## src/rtl/mul_shift_add_if.sv

```systemverilog
// Handshake and operand bundle for mul_shift_add. The ovf signal exists only
// when MUL_OVF_EN is defined.
interface mul_shift_add_if #(
  parameter int AW = 32,
  parameter int BW = 16,
  parameter int CW = 4
);
  logic [AW-1:0]    a;
  logic [BW-1:0]    b;
  logic [BW-1:0]    r;
  logic             start;
  logic [AW+BW-1:0] p;
  logic             busy;
  logic             ready;
  logic [CW-1:0]    count;
`ifdef MUL_OVF_EN
  logic             ovf;

  modport master (output a, b, r, start, input p, busy, ready, count, ovf);
  modport slave  (input a, b, r, start, output p, busy, ready, count, ovf);
`else
  modport master (output a, b, r, start, input p, busy, ready, count);
  modport slave  (input a, b, r, start, output p, busy, ready, count);
`endif
endinterface

```

## src/rtl/mul_shift_add.sv

```systemverilog
// Sequential radix-2 shift-add multiply-accumulate: p = a*b + r, one multiplier
// bit per cycle. Optional MUL_OVF_EN adds ovf (result exceeds AW bits).
module mul_shift_add #(
  parameter int AW = 32,
  parameter int BW = 16,
  parameter int CW = 4
) (
  input  logic              clk,
  input  logic              clrn,
  mul_shift_add_if.slave    bus
);

  typedef enum logic [1:0] {S_IDLE, S_BUSY, S_DONE} state_t;

  state_t           state, state_nxt;
  logic [AW+BW-1:0] reg_m;
  logic [BW-1:0]    reg_b;
  logic [AW+BW-1:0] reg_p;
  logic [CW-1:0]    count;
  logic [AW+BW-1:0] p_step;
  logic             last;

  always_ff @(posedge clk or negedge clrn) begin
    if (!clrn) state <= S_IDLE;
    else       state <= state_nxt;
  end

  // start has priority and restarts a running operation
  always_comb begin
    state_nxt = state;
    last      = (count == CW'(BW - 1));
    p_step    = reg_b[0] ? (reg_p + reg_m) : reg_p;
    if (bus.start)
      state_nxt = S_BUSY;
    else if (state == S_BUSY && last)
      state_nxt = S_DONE;
  end

  always_ff @(posedge clk or negedge clrn) begin
    if (!clrn) begin
      reg_m <= '0;
      reg_b <= '0;
      reg_p <= '0;
      count <= '0;
    end else if (bus.start) begin
      reg_m <= {{BW{1'b0}}, bus.a};
      reg_b <= bus.b;
      reg_p <= {{AW{1'b0}}, bus.r};
      count <= '0;
    end else if (state == S_BUSY) begin
      reg_p <= p_step;
      reg_m <= reg_m << 1;
      reg_b <= reg_b >> 1;
      count <= count + 1'b1;
    end
  end

`ifdef MUL_OVF_EN
  logic ovf;

  // judged on the value being written on the completion edge
  always_ff @(posedge clk or negedge clrn) begin
    if (!clrn)
      ovf <= 1'b0;
    else if (bus.start)
      ovf <= 1'b0;
    else if (state == S_BUSY && last)
      ovf <= (p_step[AW+BW-1:AW] != '0);
  end

  assign bus.ovf = ovf;
`endif

  assign bus.p     = reg_p;
  assign bus.busy  = (state == S_BUSY);
  assign bus.ready = (state == S_DONE);
  assign bus.count = count;

endmodule

```

## src/flat_wrapper.sv

```systemverilog
// flat-port wrapper written by rule: the top's interface ports become plain ports
module mul_shift_add_flat 
#(
  parameter int AW = 32,
  parameter int BW = 16,
  parameter int CW = 4
)
  (clk, clrn, bus_a, bus_b, bus_r, bus_start, bus_p, bus_busy, bus_ready, bus_count);
  mul_shift_add_if #(.AW(AW), .BW(BW), .CW(CW)) bus_i ();
  input  logic clk;
  input  logic clrn;
  input wire logic [$bits(bus_i.a)-1:0] bus_a;
  input wire logic [$bits(bus_i.b)-1:0] bus_b;
  input wire logic [$bits(bus_i.r)-1:0] bus_r;
  input wire logic [$bits(bus_i.start)-1:0] bus_start;
  output wire logic [$bits(bus_i.p)-1:0] bus_p;
  output wire logic [$bits(bus_i.busy)-1:0] bus_busy;
  output wire logic [$bits(bus_i.ready)-1:0] bus_ready;
  output wire logic [$bits(bus_i.count)-1:0] bus_count;
  assign bus_i.a = bus_a;
  assign bus_i.b = bus_b;
  assign bus_i.r = bus_r;
  assign bus_i.start = bus_start;
  assign bus_p = bus_i.p;
  assign bus_busy = bus_i.busy;
  assign bus_ready = bus_i.ready;
  assign bus_count = bus_i.count;
  mul_shift_add #(.AW(AW), .BW(BW), .CW(CW)) u_core (.clk(clk), .clrn(clrn), .bus(bus_i));
endmodule
```

## config.mk

```make
export PLATFORM = sky130hd
export DESIGN_NAME = mul_shift_add_flat
export DESIGN_NICKNAME = d
export VERILOG_FILES = /design/src/rtl/mul_shift_add_if.sv /design/src/rtl/mul_shift_add.sv /design/src/flat_wrapper.sv
export SDC_FILE = /design/constraint.sdc
export NUM_CORES = 1
export LEC_CHECK = 0
export ABC_CLOCK_PERIOD_IN_PS = 6800
export BUFFER_PORTS_ARGS = -buffer_cell sky130_fd_sc_hd__buf_2
export CORE_ASPECT_RATIO = 0.5
export CORE_MARGIN = 5
export CORE_UTILIZATION = 45
export DETAILED_ROUTE_END_ITERATION = 16
export GPL_ROUTABILITY_DRIVEN = 0
export GPL_TIMING_DRIVEN = 0
export PLACE_DENSITY = 0.73
export SYNTH_ARGS = -nofsm -noshare
export SYNTH_HDL_FRONTEND = slang
export SYNTH_SLANG_ARGS = --single-unit
```

## constraint.sdc

```tcl
create_clock -name clk -period 6.8 [get_ports clk]
set_input_delay 0.68 -clock clk [delete_from_list [all_inputs] [get_ports clk]]
set_output_delay 0.68 -clock clk [all_outputs]
set_load 0.05 [all_outputs]
```

### Word-level counts from Yosys, hierarchy flattened

Cells that the tools add are included.

| operators by class | value |
|---|---|
| $add $sub $neg | 2 |
| reductions and logical operators | 5 |
| eq/ne operators | 3 |
| multiplexer cells | 11 |

Operators by type and width:

| cell | count |
|---|---|
| 48-bit two-way mux | 5 |
| 48-bit adder | 1 |
| 16-bit two-way mux | 2 |
| 4-bit two-way mux | 2 |
| 2-bit nonzero test | 3 |
| 4-bit by 1-bit adder with 4-bit output, second input constant | 1 |
| 4-bit equality test, second input constant | 1 |
| 2-bit two-way mux | 2 |
| 2-bit by 1-bit equality test with 1-bit output, second input constant | 1 |
| 2-bit equality test, second input constant | 1 |
| 2-bit AND reduction | 1 |
| 1-bit logical AND | 1 |

| word-level totals | value |
|---|---|
| bits in registers | 118 |
| output and inout port bits | 54 |
| input bits | 67 |
| logic and storage cells | 26 |

### Depth between registers and ports, before layout

| depth | value |
|---|---|
| depth after elaboration | 4 |
| mapped depth | 12 |

### Worst setup path after synthesis

Ideal clock, no wire load.

| timing path | value |
|---|---|
| path type | register -> register |
| start point | register u_core.reg_p[25], in the netlist u_core.bus.p[25] |
| end point | register u_core.reg_p[41], in the netlist u_core.bus.p[41] |
| arrival | 3127 ps |
| path slack | 3546 ps |
| cell stages (with the launch flop) | 11 |
| path through | dfrtp_1 ha_1 nand2_2 or4_4 a2111oi_4 a2bb2oi_2 a21oi_2 o31ai_4 nor3b_2 mux2i_1 a311o_1 |

| on the way | value |
|---|---|
| word-level cells in the longest chain between the ends | 4 |

RTL lines:

| element | line | source |
|---|---|---|
| start: declaration | mul_shift_add.sv:18 | `logic [AW+BW-1:0] reg_p;` |
| start signal: assignment | mul_shift_add.sv:48 | `reg_p <= {{AW{1'b0}}, bus.r};` |
| start signal: assignment | mul_shift_add.sv:51 | `reg_p <= p_step;` |
| 48-bit adder | mul_shift_add.sv:32 | `p_step = reg_b[0] ? (reg_p + reg_m) : reg_p;` |
| 48-bit two-way mux | mul_shift_add.sv:32 |  |
| 48-bit two-way mux | mul_shift_add.sv:50 | `end else if (state == S_BUSY) begin` |
| 48-bit two-way mux | mul_shift_add.sv:45 | `end else if (bus.start) begin` |

No other way between the ends. The select of a mux whose other input is x is not followed.
A chain may end at the register's enable or synchronous reset.

### Worst setup path in the final report

| timing path | value |
|---|---|
| start point | register u_core.reg_p[10], in the netlist u_core.bus.p[10] |
| end point | register u_core.reg_p[43], in the netlist u_core.bus.p[43] |

Same word-level chain as after synthesis.

==> results.md <==
- Ys Warns: 0
- Core Area: 17200 um^2
- CP most frequent cell: a21oi_1
- Routed length per placed instance: 17.3 um
- Root buf cell: clkbuf_16
- Vias/cell: 5.70
- Max Clk Rate: 294 MHz
- Placed Cells: 1270
- DP Wirelength: 16800 um
- Placed instance area: 8750 um^2
- CP Capture Point: u_core.bus.p[43]$_DFFE_PN0P_
- CP arrival: 3.71 ns
- Number of global-route vias before repair: 7280
- Layout Nets: 1171
- Crit share post-route: 50.0%
- Clock latency on the worst-skew pair: 0.42 ns
- Final worst path period need: 3.40 ns
- Setup Skew: 0.00944 ns
- Final Hold Vio Count: 0
- Crit-path cells: ha_1 -> clkbuf_1 -> nand2_1 -> o21ai_0 -> a22oi_1 -> a21oi_1 -> o22ai_1 -> o31ai_1 -> a21oi_1 -> xnor2_1 -> a22o_1
- Fin. max-slew vios: 0
- Sequential area share after synthesis: 37.7%
- Chip height: 103 um
- Die area: 20300 um^2
- Reg2reg end: u_core.bus.p[43]$_DFFE_PN0P_
- Htree depth: 4
- Largest net degree at the start of global routing: 92
- Overall routed net length: 22500 um
- Hold buffers post-CTS: 0
- Layout area overhead: 19.3%
- DRC Markers: 0
- R2R Setup Slk: 3.40 ns
- Hold crit path type: input pin to asynchronous set/reset pin
- Worst r2r path cells: 11
- Synth cell types: 67
- Ant diodes: 0
- Via count: 7422
- CTS Buffer Depth: 2
- Tot Pwr: 2460 uW
- #FFs+latches synth: 118
- Crit path from: u_core.bus.p[10]$_DFFE_PN0P_
- First-pass GRT wire length: 36900 um
- Rel. slew slack: 49.9%
- Top_reg_cell synth: dfrtp_1
- CP max stage delay: 0.47 ns
- Top cells by area, synth: dfrtp_1 (38%), nand2_1 (8.3%), ha_1 (7.7%), a21oi_1 (7.0%), mux2i_1 (6.0%)
- Clk sinks: 118
- TritonCTS Buffers: 17
- Initial core utilization: 45.4%
- Instance count on the critical path: 11
- Cell family with most CP delay: compound AO/OA/AOI/OAI gates
- Setup Buffers After CTS: 0
- Fillers: 1600
- Element type at the critical path end: flip-flop
- CP required: 7.11 ns
- Startpoint Class: flip-flop
- WS Path Type: flip-flop to flip-flop
- First DRT Iteration DRCs: 585
- Critical Path Fanout Max: 9
- IO Port Bufs: 119
- Die X-Extent: 197 um
- Post-synthesis net count: 1032
- Synthesized cell area: 7830 um^2
- Final Setup Violations: 0
- Yosys top cell by area: dfrtp_1
- RSZ-0062 raised after global routing: no
- Slew @ Worst Pin: 0.752 ns
- Num rows: 34
- P_leak: 0.00448 uW
- DR pass1 iterations: 7
- Worst r2r src: u_core.bus.p[10]$_DFFE_PN0P_
- Final setup TNS: 0 ns
- I/O pins: 121
- Post-synth EDFFs: 0
- Post-CTS resize count: 0
- Buf/Inv on CP: 1
- Status: finished clean
- Clock transition at the registers of the reported paths: 0.06 ns
- Worst path slowest cell: a21oi_1
- Asr flop ratio synth: 100%
- Final cell count without fillers: 1302
- CTS tree: yes
- Synth Instances: 916
- Gr usage total: 22.5%
- Gr ovfl total: 0
- Share of layout cells above drive strength 1: 17.6%
- Antenna Nets Post-Route: 0
- Mean Syn Cell Area: 8.55 um^2
- Power per cell area: 263 nW/um^2
- Maxcap violations: 0
- Maximum VDD drop: 0.192 mV
- Finished Cell Area: 9340 um^2
- Yosys top cell area share: 37.7%
- Antenna violations before repair: 0
[cell families (layout without fill, tap and decap cells)]
kind of cell               after synthesis  after routing  share of synthesized area [%]
muxes                                   49             49                           6.30
and+or+nand+nor                        308            308                           17.6
DFF                                    118            118                           37.7
xor gates and xnor gates                40             40                           4.48
AOI/OAI and AO/OA                      288            288                           22.2
adders and majority gates               49             49                           7.93
buffers and inverters                   64            216                           3.76
[cell usage after synthesis (all sizes together), types with 4 or more instances]
library cell and count:
nand2 177, dfrtp 118, a21oi 111, o21ai 92, nor2 49, ha 48
mux2i 47, clkbuf 30, a21o 21, xor2 21, xnor2 19, buf 18
inv 16, nand3 16, nand4 12, nor3 11, o211ai 10, a211oi 8
and2 8, a31oi 7, and3 7, o21bai 6, or3 6, a221o 4
a31o 4, nand2b 4, nand3b 4
[how the worst min path moves through the flow]
stage	startpoint	end	slack [ns]	cells after the start
6_report	clrn	u_core.bus.p[12]$_DFFE_PN0P_	0.12	1
2_1_floorplan	clrn	u_core.bus.count[0]$_DFFE_PN0P_	0.38	0
3_3_place_gp	u_core.state[1]$_DFFE_PN0P_	u_core.state[1]$_DFFE_PN0P_	0.52	2
3_5_place_dp	u_core.state[1]$_DFFE_PN0P_	u_core.state[1]$_DFFE_PN0P_	0.53	2
4_1_cts	clrn	u_core.bus.p[12]$_DFFE_PN0P_	0.13	1
5_1_grt	clrn	u_core.bus.p[12]$_DFFE_PN0P_	0.14	1
[cell usage in the layout, fill, tap and decap left out, drive strengths merged, types with 6 or more instances in the layout]
cell / synthesis / routed
nand2: 177 / 177
buf: 18 / 138
dfrtp: 118 / 118
a21oi: 111 / 111
o21ai: 92 / 92
nor2: 49 / 49
ha: 48 / 48
clkbuf: 30 / 48
mux2i: 47 / 47
xor2: 21 / 21
a21o: 21 / 21
xnor2: 19 / 19
inv: 16 / 17
nand3: 16 / 16
nand4: 12 / 12
nor3: 11 / 11
o211ai: 10 / 10
a211oi: 8 / 8
and2: 8 / 8
a31oi: 7 / 7
and3: 7 / 7
clkinv: 0 / 7
or3: 6 / 6
o21bai: 6 / 6
[per-layer routing]
metal  up-vias  GRT usage (%)  share of wire [%]
met5         -              0                  0
met4         0           6.33                1.9
met3        41           5.18                6.6
met2       248           37.3                 46
met1      3574           30.2                 45
li1       3559              -                  -
[worst register-to-register path, stage by stage (launching register included)]
cell and delay (ns):
dfrtp_1 0.40, ha_1 0.29, clkbuf_1 0.32, nand2_1 0.12, o21ai_0 0.34, a22oi_1 0.22
a21oi_1 0.47, o22ai_1 0.26, o31ai_1 0.40, a21oi_1 0.15, xnor2_1 0.15, a22o_1 0.18
[flip-flops by register name (all words and copies together), names as in the netlist]
register,cells
u_core.state,2
u_core.reg_m,48
u_core.bus.p,48
u_core.bus.count,4
u_core.reg_b,16
[where the power goes]
part           internal (uW)  switching [uW]
sequential               763            55.1
combinational            247             484
clock                    551             359
total                   1560             898
[final cells by class]
type / count / area, um^2 / share of cell area (%)
tap: 234 / 293 / 3.13
clock inverter: 14 / 153 / 1.63
clock buffer: 18 / 439 / 4.70
buffer: 48 / 234 / 2.50
timing repair buffer: 120 / 629 / 6.74
sequential: 118 / 2950 / 31.6
multi-input combinational: 734 / 4580 / 49.0
inverter: 16 / 60.1 / 0.643
[metrics by stage]
step | utilization, % | hold slack, ns | setup slack (ns)
2_1_floorplan | - | 0.384 | 3.55
3_3_place_gp | 50.6 | 0.516 | 3.45
3_5_place_dp | 50.8 | 0.525 | 3.45
4_1_cts | 54.2 | 0.132 | 3.43
5_1_grt | 54.2 | 0.143 | 3.11
6_report | 54.2 | 0.120 | 3.40
(Power assumes the default switching activity.)
